## src/rtl/dp_alu_pipe.sv

```systemverilog
// Two-stage ARM data-processing pipe: register-shift barrel shifter, then 16-op ALU with NZCV.
// Valid/ready on both sides; stage 2 reads the live flags so back-to-back S ops chain correctly.
module dp_alu_pipe #(
    parameter int WIDTH   = 32,
    parameter int SHAMT_W = 8
) (
    input  logic               clk,
    input  logic               reset,
    input  logic               in_valid,
    output logic               in_ready,
    input  logic [3:0]         in_op,
    input  logic               in_s,
    input  logic [1:0]         in_shift_type,
    input  logic [SHAMT_W-1:0] in_shamt,
    input  logic [WIDTH-1:0]   in_rn,
    input  logic [WIDTH-1:0]   in_rm,
    output logic               out_valid,
    input  logic               out_ready,
    output logic [WIDTH-1:0]   out_result,
    output logic               out_wr,
    output logic [3:0]         out_flags,
    output logic [3:0]         flags_q,
    input  logic               flags_load,
    input  logic [3:0]         flags_val
);

    localparam int LW = $clog2(WIDTH);

    localparam logic [3:0] OP_AND = 4'd0;
    localparam logic [3:0] OP_EOR = 4'd1;
    localparam logic [3:0] OP_SUB = 4'd2;
    localparam logic [3:0] OP_RSB = 4'd3;
    localparam logic [3:0] OP_ADD = 4'd4;
    localparam logic [3:0] OP_ADC = 4'd5;
    localparam logic [3:0] OP_SBC = 4'd6;
    localparam logic [3:0] OP_RSC = 4'd7;
    localparam logic [3:0] OP_TST = 4'd8;
    localparam logic [3:0] OP_TEQ = 4'd9;
    localparam logic [3:0] OP_CMP = 4'd10;
    localparam logic [3:0] OP_CMN = 4'd11;
    localparam logic [3:0] OP_ORR = 4'd12;
    localparam logic [3:0] OP_MOV = 4'd13;
    localparam logic [3:0] OP_BIC = 4'd14;
    localparam logic [3:0] OP_MVN = 4'd15;

    logic             s1_valid;
    logic [WIDTH-1:0] s1_rn;
    logic [WIDTH-1:0] s1_op2;
    logic [3:0]       s1_op;
    logic             s1_s;
    logic             s1_sc;
    logic             s1_sc_pass;

    logic s2_adv;
    logic s1_load;
    logic s2_load;

    assign s2_adv   = !out_valid || out_ready;
    assign in_ready = !s1_valid || s2_adv;
    assign s1_load  = in_valid && in_ready;
    assign s2_load  = s1_valid && s2_adv;

    // Shifter: an extra guard bit on each side captures the last bit shifted out,
    // which also yields the right carry for amounts equal to or beyond WIDTH.
    logic [WIDTH:0]     lsl_x;
    logic [WIDTH:0]     lsr_x;
    logic [WIDTH:0]     asr_x;
    logic [2*WIDTH-1:0] ror_x;
    logic [LW-1:0]      rot;
    logic [WIDTH-1:0]   sh_res;
    logic               sh_c;
    logic               sh_pass;

    always_comb begin
        lsl_x   = {1'b0, in_rm} << in_shamt;
        lsr_x   = {in_rm, 1'b0} >> in_shamt;
        asr_x   = $signed({in_rm, 1'b0}) >>> in_shamt;
        rot     = in_shamt[LW-1:0];
        ror_x   = {in_rm, in_rm} >> rot;
        sh_pass = (in_shamt == '0);
        sh_res  = in_rm;
        sh_c    = 1'b0;
        unique case (in_shift_type)
            2'd0:    {sh_c, sh_res} = lsl_x;
            2'd1:    {sh_res, sh_c} = lsr_x;
            2'd2:    {sh_res, sh_c} = asr_x;
            default: begin
                sh_res = ror_x[WIDTH-1:0];
                sh_c   = ror_x[WIDTH-1];
            end
        endcase
        if (sh_pass) sh_res = in_rm;
    end

    always_ff @(posedge clk) begin
        if (reset) begin
            s1_valid   <= 1'b0;
            s1_rn      <= '0;
            s1_op2     <= '0;
            s1_op      <= '0;
            s1_s       <= 1'b0;
            s1_sc      <= 1'b0;
            s1_sc_pass <= 1'b0;
        end else if (s1_load) begin
            s1_valid   <= 1'b1;
            s1_rn      <= in_rn;
            s1_op2     <= sh_res;
            s1_op      <= in_op;
            s1_s       <= in_s;
            s1_sc      <= sh_c;
            s1_sc_pass <= sh_pass;
        end else if (s2_load) begin
            s1_valid   <= 1'b0;
        end
    end

    logic             c_in;
    logic             eff_c;
    logic [WIDTH-1:0] a;
    logic [WIDTH-1:0] b;
    logic             cin;
    logic             arith;
    logic [WIDTH:0]   sum;
    logic [WIDTH-1:0] res;
    logic             wr;
    logic [3:0]       nzcv;

    always_comb begin
        c_in  = flags_q[1];
        eff_c = s1_sc_pass ? c_in : s1_sc;
        a     = s1_rn;
        b     = s1_op2;
        cin   = 1'b0;
        arith = 1'b1;
        unique case (s1_op)
            OP_SUB, OP_CMP: begin
                b   = ~s1_op2;
                cin = 1'b1;
            end
            OP_RSB: begin
                a   = s1_op2;
                b   = ~s1_rn;
                cin = 1'b1;
            end
            OP_ADD, OP_CMN: begin
                cin = 1'b0;
            end
            OP_ADC: cin = c_in;
            OP_SBC: begin
                b   = ~s1_op2;
                cin = c_in;
            end
            OP_RSC: begin
                a   = s1_op2;
                b   = ~s1_rn;
                cin = c_in;
            end
            default: arith = 1'b0;
        endcase
        sum = {1'b0, a} + {1'b0, b} + {{WIDTH{1'b0}}, cin};
        res = sum[WIDTH-1:0];
        unique case (s1_op)
            OP_AND, OP_TST: res = s1_rn & s1_op2;
            OP_EOR, OP_TEQ: res = s1_rn ^ s1_op2;
            OP_ORR:         res = s1_rn | s1_op2;
            OP_MOV:         res = s1_op2;
            OP_BIC:         res = s1_rn & ~s1_op2;
            OP_MVN:         res = ~s1_op2;
            default:        res = sum[WIDTH-1:0];
        endcase
        // TST/TEQ/CMP/CMN occupy opcodes 8..11
        wr      = (s1_op[3:2] != 2'b10);
        nzcv[3] = res[WIDTH-1];
        nzcv[2] = (res == '0);
        nzcv[1] = arith ? sum[WIDTH] : eff_c;
        nzcv[0] = arith ? ((a[WIDTH-1] == b[WIDTH-1]) &&
                           (sum[WIDTH-1] != a[WIDTH-1]))
                        : flags_q[0];
    end

    always_ff @(posedge clk) begin
        if (reset) begin
            out_valid  <= 1'b0;
            out_result <= '0;
            out_wr     <= 1'b0;
            out_flags  <= '0;
        end else if (s2_load) begin
            out_valid  <= 1'b1;
            out_result <= res;
            out_wr     <= wr;
            out_flags  <= s1_s ? nzcv : flags_q;
        end else if (out_ready) begin
            out_valid  <= 1'b0;
        end
    end

    always_ff @(posedge clk) begin
        if (reset) begin
            flags_q <= '0;
        end else if (flags_load) begin
            flags_q <= flags_val;
        end else if (s2_load && s1_s) begin
            flags_q <= nzcv;
        end
    end

endmodule

```

## config.mk

```make
export PLATFORM = sky130hd
export DESIGN_NAME = dp_alu_pipe
export DESIGN_NICKNAME = d
export VERILOG_FILES = /design/src/rtl/dp_alu_pipe.sv
export SDC_FILE = /design/constraint.sdc
export NUM_CORES = 1
export LEC_CHECK = 0
export CAP_MARGIN = 25
export CELL_PAD_IN_SITES_DETAIL_PLACEMENT = 1
export CELL_PAD_IN_SITES_GLOBAL_PLACEMENT = 1
export CORE_MARGIN = 4
export CORE_UTILIZATION = 43
export DETAILED_ROUTE_END_ITERATION = 10
export PLACE_DENSITY = 0.8
export SYNTH_ARGS = -nofsm -noshare
export SYNTH_HDL_FRONTEND = slang
export SYNTH_SLANG_ARGS = --single-unit
```

## constraint.sdc

```tcl
create_clock -name clk -period 6.6 [get_ports clk]
set_input_delay 1.32 -clock clk [delete_from_list [all_inputs] [get_ports clk]]
set_output_delay 1.32 -clock clk [all_outputs]
set_load 0.02 [all_outputs]
```

==> results_dict.tcl, run 1 <==
set metrics [dict create \
    yosys.area_share.xor_xnor 0.0163 \
    drt-vias-per-instance 6.80 \
    routabilityCongestion 1.04 \
    p_comb_frac 0.418 \
    fmax_ghz 0.175 \
    synth_top_cell_by_area "dfxtp_1" \
    synth_cell_types 85 \
    r2r-start "s1_op[3]" \
    timing.rr.end "out_flags[2]" \
    max_slew_margin 0.295 \
    synth-compound-area-share 0.329 \
    fp.dieW_um 192 \
    cts_buffers 17 \
    numPortBuffers 130 \
    synth.cell_area_um2 14500 \
    cp_max_fo 14 \
    min_period_ns 5.71 \
    muxShareOfSynthArea 0.130 \
    wl_met1_um 29700 \
    synth_top_family_by_area "compound AO/OA/AOI/OAI gates" \
    cap_violations 0 \
    route.detailed.drc 0 \
    initial_core_util 0.441 \
    insertedDiodeCount 0 \
    routed_wl_um 70900 \
    fin_area_um2 16600 \
    crit_family "compound AO/OA/AOI/OAI gates" \
    syn_inst 2186 \
    cts_setup_buffers 0 \
    grt_pass1_vias 17500 \
    num_rows 66 \
    synthFlopType "dfxtp_1" \
    insertion_delay_ns 0.45 \
    synth_edf_count 0 \
    grt_start_max_net_pins 90 \
    critPathKind "flop to flop" \
    critPathArrivalTime_ns 6.06 \
    critPathMaxStageDelay_ns 0.62 \
    cpMaxStageDelayCell "o31ai_4" \
    final-max-slew-violation-count 0 \
    syn_to_final_growth_pct 14.5 \
    clockBufferDepth 2 \
    synth-adder-area-share 0.0572 \
    grtUsageTotal 0.380 \
    syn_nets 2339 \
    dieArea_um2 36700 \
    core_area_um2 32900 \
    cp-startpoint "s1_op[3]" \
    p_leak_nw 6.26 \
    reg2reg_depth 18 \
    tightest_slew_ns 1.04 \
    p_int_mw 1.69 \
    syn_avg_cell_area_um2 6.63 \
    wl_met2_um 31900 \
    hold_viol 0 \
    crit_buf_inv 1 \
    ant_nets 0 \
    fin_nets 2349 \
    clockRootBuffer "clkbuf_16" \
    end_kind "flop" \
    cp.required_ns 6.94 \
    ys_seq_area_frac 0.157 \
    cp.depth 18 \
    skew_ns 0.0149 \
    worstPathCellList "and2_1 > o31ai_4 > nor2_1 > a211oi_1 > fa_1 > inv_1 > fa_1 > a21o_1 > a311o_1 > a31o_2 > o21a_1 > a21bo_2 > xor2_1 > a221o_1 > nor4_1 > and4_1 > nand4_1 > a311oi_1" \
    drive_gt1_frac 0.0797 \
    hpwl_um 53900 \
    ys_ff_latch 114 \
    htree_levels 4 \
    cts_sinks 114 \
    crit_path_end "out_flags[2]" \
    die_h_um 192 \
    vdd.ir_drop.worst_v 0.000183 \
    period_share 0.866 \
    synth-warning-count 0 \
    grt_overflow_total 0 \
    via_count 18000 \
    startpoint_type "flop" \
    cts_tree "built" \
    tns_ns 0 \
    critPathMostFrequentCell "fa_1" \
    synth_area_leaders "dfxtp_1, nand2_1, o21ai_0" \
    route.met3.wl_um 5910 \
    highest_layer "met4" \
    wl_per_cell_um 26.7 \
    synth_top_area_share 0.157 \
    hold_class "flop to flop" \
    ctsResizeCount 0 \
    ioPinCount 131 \
    power_density_nw_per_um2 175 \
    swShare 0.417 \
    async_reset_ff_frac 0 \
    synth_simple_gate_area_frac 0.236 \
    grt_antenna_before_repair 0 \
    p_clk_frac 0.309 \
    status "completed" \
    dpl_cell_area_um2 16000 \
    cts.clk_slew.worst_paths_ns 0.05 \
    power_frac_seq 0.274 \
    setup_violations 0 \
    drt_iter0_markers 1886 \
    p_sw_mw 1.21 \
    grt_pass1_wl_um 108000 \
    dr.pass1.iters 5 \
    rsz0062_at_grt "false" \
    regToRegSetupSlack_ns 0.89 \
    cts_hold_buf 0 \
]
metal layers:
metal,global-route usage,up-vias
met5,0,-
met4,0.173,0
met3,0.0547,169
met2,0.602,885
met1,0.512,8985
li1,-,7966
synthesized netlist by cell type (10+ instances only):
cell type and count:
mux4_2 28, o221ai_1 16, nor2b_1 18, a21o_1 19
mux2i_1 93, o31ai_1 10, a22oi_1 15, nand3_1 69
o211ai_1 30, buf_2 19, ha_1 63, a31oi_1 31
mux2_2 29, buf_1 28, a211oi_1 48, nor3_1 45
nand2_1 342, nand2b_1 25, inv_1 81, clkbuf_1 142
a21oi_1 205, and2_1 12, dfxtp_1 114, o21a_1 12
a221oi_1 15, o21ai_0 244, nor2_1 227, xor2_1 18
power groups by stage:
stage / combinational (mW) / sequential, mW / clock (mW)
2_1_floorplan: 0.737 / 0.797 / 0
3_3_place_gp: 1.14 / 0.804 / 0
3_5_place_dp: 1.17 / 0.807 / 0
4_1_cts: 1.18 / 0.792 / 0.905
5_1_grt: 1.30 / 0.800 / 0.938
6_report: 1.21 / 0.794 / 0.896
metrics by stage:
step | setup WS (ns) | utilization | std cells | hold slack, ns | power [mW]
final | 0.888 | 0.505 | 2649 | 0.454 | 2.90
after global routing | 0.508 | 0.505 | 2649 | 0.471 | 3.04
after CTS | 0.947 | 0.505 | 2649 | 0.457 | 2.88
after detailed placement | 0.986 | 0.488 | 2619 | 0.449 | 1.98
after global placement | 1.17 | 0.486 | 2614 | 0.447 | 1.94
after floorplan | 1.15 | - | 2186 | 0.459 | 1.53
worst register-to-register path: cells and delay by family, from the launching register on:
family	cells	cell delay, ns
flip-flops	1	0.45
XOR/XNOR	1	0.16
AND/OR/NAND/NOR	5	1.16
buffers and inverters	1	0.07
adder cells (fa/ha/maj)	2	0.74
AO/OA/AOI/OAI	9	3.05
cells in the final DEF (no fill, tap or decap), drive strengths merged, types with 10 or more instances in the layout:
cell type,netlist,layout
a211oi,48,48
a21o,19,19
a21oi,205,205
a221oi,16,16
a22oi,15,15
a31oi,32,32
and2,13,13
buf,48,58
clkbuf,143,20
clkdlybuf4s50,0,124
dfxtp,114,114
ha,63,63
inv,82,82
mux2,29,29
mux2i,93,93
mux4,28,28
nand2,343,343
nand2b,25,25
nand3,69,69
nor2,227,227
nor2b,18,18
nor3,45,45
o211ai,30,30
o21a,12,12
o21ai,250,250
o221ai,16,16
o22ai,10,10
o31ai,10,10
xor2,18,18
kinds of logic after synthesis:
kind of cell | Yosys count
buf+inv | 275
fa+ha+maj | 65
xor+xnor | 27
simple gates | 791
compound gates | 764
flops | 114
mux | 150
flip-flops by register name (all words and copies together), names as in the netlist, 4 cells and up:
signal      cells
s1_op           4
out_flags       4
flags_q         4
s1_rn          32
s1_op2         32
out_result     32
worst min-delay path by stage:
stage / endpoint / from / cells past startpoint / slack, ns
global placement: out_result[4] / out_result[4] / 2 / 0.45
detailed placement: out_result[13] / out_result[13] / 2 / 0.45
global route: out_result[13] / out_result[13] / 2 / 0.47
finish: out_result[13] / out_result[13] / 2 / 0.45
floorplan: s1_rn[11] / s1_rn[11] / 2 / 0.46
CTS: out_result[13] / out_result[13] / 2 / 0.46
area by class of cell:
cell class	count	area (um^2)
sequential	114	2280
fill	4365	16300
tap	442	553
multi-input combinational	1797	11200
timing repair buffer	182	1710
clock buffer	20	457
clock inverter	10	87.6
inverter	84	315
Note: power is estimated with default switching activity, not from simulation.
==> inputs of run 2 (changes only) <==
Settings changed: MAX_ROUTING_LAYER set to met4.
==> run 2 against run 1 <==
Compared with the run above:
- flip-flop and latch count unchanged
- setup slack lost 0.55 ns
- via count fell by 1.0%
- clock power increased by 2.5%
- highest routed layer unchanged
==> results_dict.tcl, run 2 (synthesis results as in run 1) <==
set metrics [dict create \
    p_int_mw 1.68 \
    setup_slack_ns 0.337 \
    dpl_cell_area_um2 15900 \
    end_kind "flop" \
    insertion_delay_ns 0.46 \
    dr.pass1.iters 5 \
    grt_start_max_net_pins 97 \
    status "completed" \
    dp_slack_ns 0.506 \
    reg_top3 "out_result x32, s1_op2 x32, s1_rn x32" \
    fin_nets 2343 \
    max_slew_margin 0.292 \
    tightest_slew_ns 1.06 \
    swShare 0.423 \
    r2r-start "s1_op[3]" \
    clockBufferDepth 2 \
    multi_input_area_um2 11200 \
    grt_pass1_wl_um 108000 \
    cp-startpoint "s1_op[3]" \
    route.detailed.drc 0 \
    hpwl_um 53500 \
    cts_setup_buffers 0 \
    critPathArrivalTime_ns 6.61 \
    grt_antenna_before_repair 1 \
    initial_core_util 0.441 \
    numPortBuffers 130 \
    ant_nets 0 \
    hold_viol 0 \
    fp.dieW_um 192 \
    cp_max_fo 96 \
    skew_ns 0.0192 \
    drt-vias-per-instance 6.73 \
    p_leak_nw 6.24 \
    p_sw_mw 1.24 \
    fin_area_um2 16600 \
    setup_violations 0 \
    wl_per_cell_um 26.7 \
    p_comb_frac 0.414 \
    grt_pass1_vias 17800 \
    dieArea_um2 36700 \
    routed_wl_um 70500 \
    num_rows 66 \
    vdd.ir_drop.worst_v 0.000162 \
    final-max-slew-violation-count 0 \
    rsz0062_at_grt "false" \
    die_h_um 192 \
    ff_latch_area_um2 2280 \
    cts_hold_buf 0 \
    grtUsageTotal 0.389 \
    power_frac_seq 0.272 \
    min_period_ns 6.26 \
    grt_overflow_total 0 \
    syn_to_final_growth_pct 14.5 \
    period_share 0.949 \
    htree_levels 4 \
    hold_class "flop to flop" \
    routabilityCongestion 1.05 \
    drt_iter0_markers 1872 \
    clockRootBuffer "clkbuf_16" \
    power_mw 2.92 \
    fmax_ghz 0.160 \
    cap_violations 0 \
    cts.clk_slew.worst_paths_ns 0.06 \
    via_count 17800 \
    core_area_um2 32900 \
    mostFrequentLayoutCells "nand2_1, o21ai_0, nor2_1, a21oi_1, clkdlybuf4s50_1" \
    tns_ns 0 \
    power_density_nw_per_um2 176 \
    ioPinCount 131 \
    p_clk_frac 0.314 \
    drive_gt1_frac 0.0781 \
    cts_buffers 17 \
    final_common_cell "nand2_1" \
    critPathKind "flop to flop" \
    whs_ns 0.457 \
    cts_sinks 114 \
    startpoint_type "flop" \
    worstHoldStart "out_result[4]" \
    nFillCells 4359 \
    cp.required_ns 6.94 \
    ctsResizeCount 0 \
    cts_tree "built" \
]
==> run 2: area by class of cell <==
class / instances / area share
antenna: 1 / 0.000151
clock buffer: 18 / 0.0259
clock inverter: 14 / 0.00799
inverter: 84 / 0.0190
multi-input combinational: 1797 / 0.674
sequential: 114 / 0.138
tap: 442 / 0.0333
timing repair buffer: 176 / 0.102
==> run 2: through the flow <==
step	utilization	std cells
after floorplan	-	2186
after global placement	0.485	2608
after detailed placement	0.485	2609
after CTS	0.502	2641
after global routing	0.505	2646
final	0.505	2646
==> run 2: worst max-delay path, cell delays in order, from the launching register on <==
cell,delay [ns]
dfxtp_1,0.60
or3_2,0.25
buf_4,0.65
nor2_1,0.08
a211oi_1,0.33
fa_1,0.28
inv_1,0.07
fa_1,0.46
a21o_1,0.21
a311o_1,0.43
a31o_2,0.32
o21a_1,0.25
a21bo_2,0.27
xor2_1,0.15
a221o_1,0.37
nor4_1,0.69
and4_1,0.34
nand3b_1,0.11
a221oi_2,0.27
==> run 2: power groups by stage <==
stage,Combinational [mW],Clock [mW],Sequential (mW)
after global placement,1.14,0,0.803
after global routing,1.30,0.959,0.799
final,1.21,0.918,0.794
after detailed placement,1.16,0,0.807
after floorplan,0.737,0,0.797
after CTS,1.17,0.932,0.792
==> run 2: path summary, 6_finish.rpt <==
kind / slack, ns / depth (start not counted) / endpoint
max: 0.34 / 18 / flags_q[2]
min: 0.46 / 2 / out_result[4]
max reg2reg: 0.34 / 18 / flags_q[2]
min reg2reg: 0.46 / 2 / out_result[4]
==> run 2: layer usage <==
metal / vias up / GRT usage / part of all wire
met5: - / - / 0
met4: 0 / 0.193 / 0.058
met3: 237 / 0.0792 / 0.087
li1: 7955 / - / -
met1: 8767 / 0.493 / 0.41
met2: 861 / 0.593 / 0.44
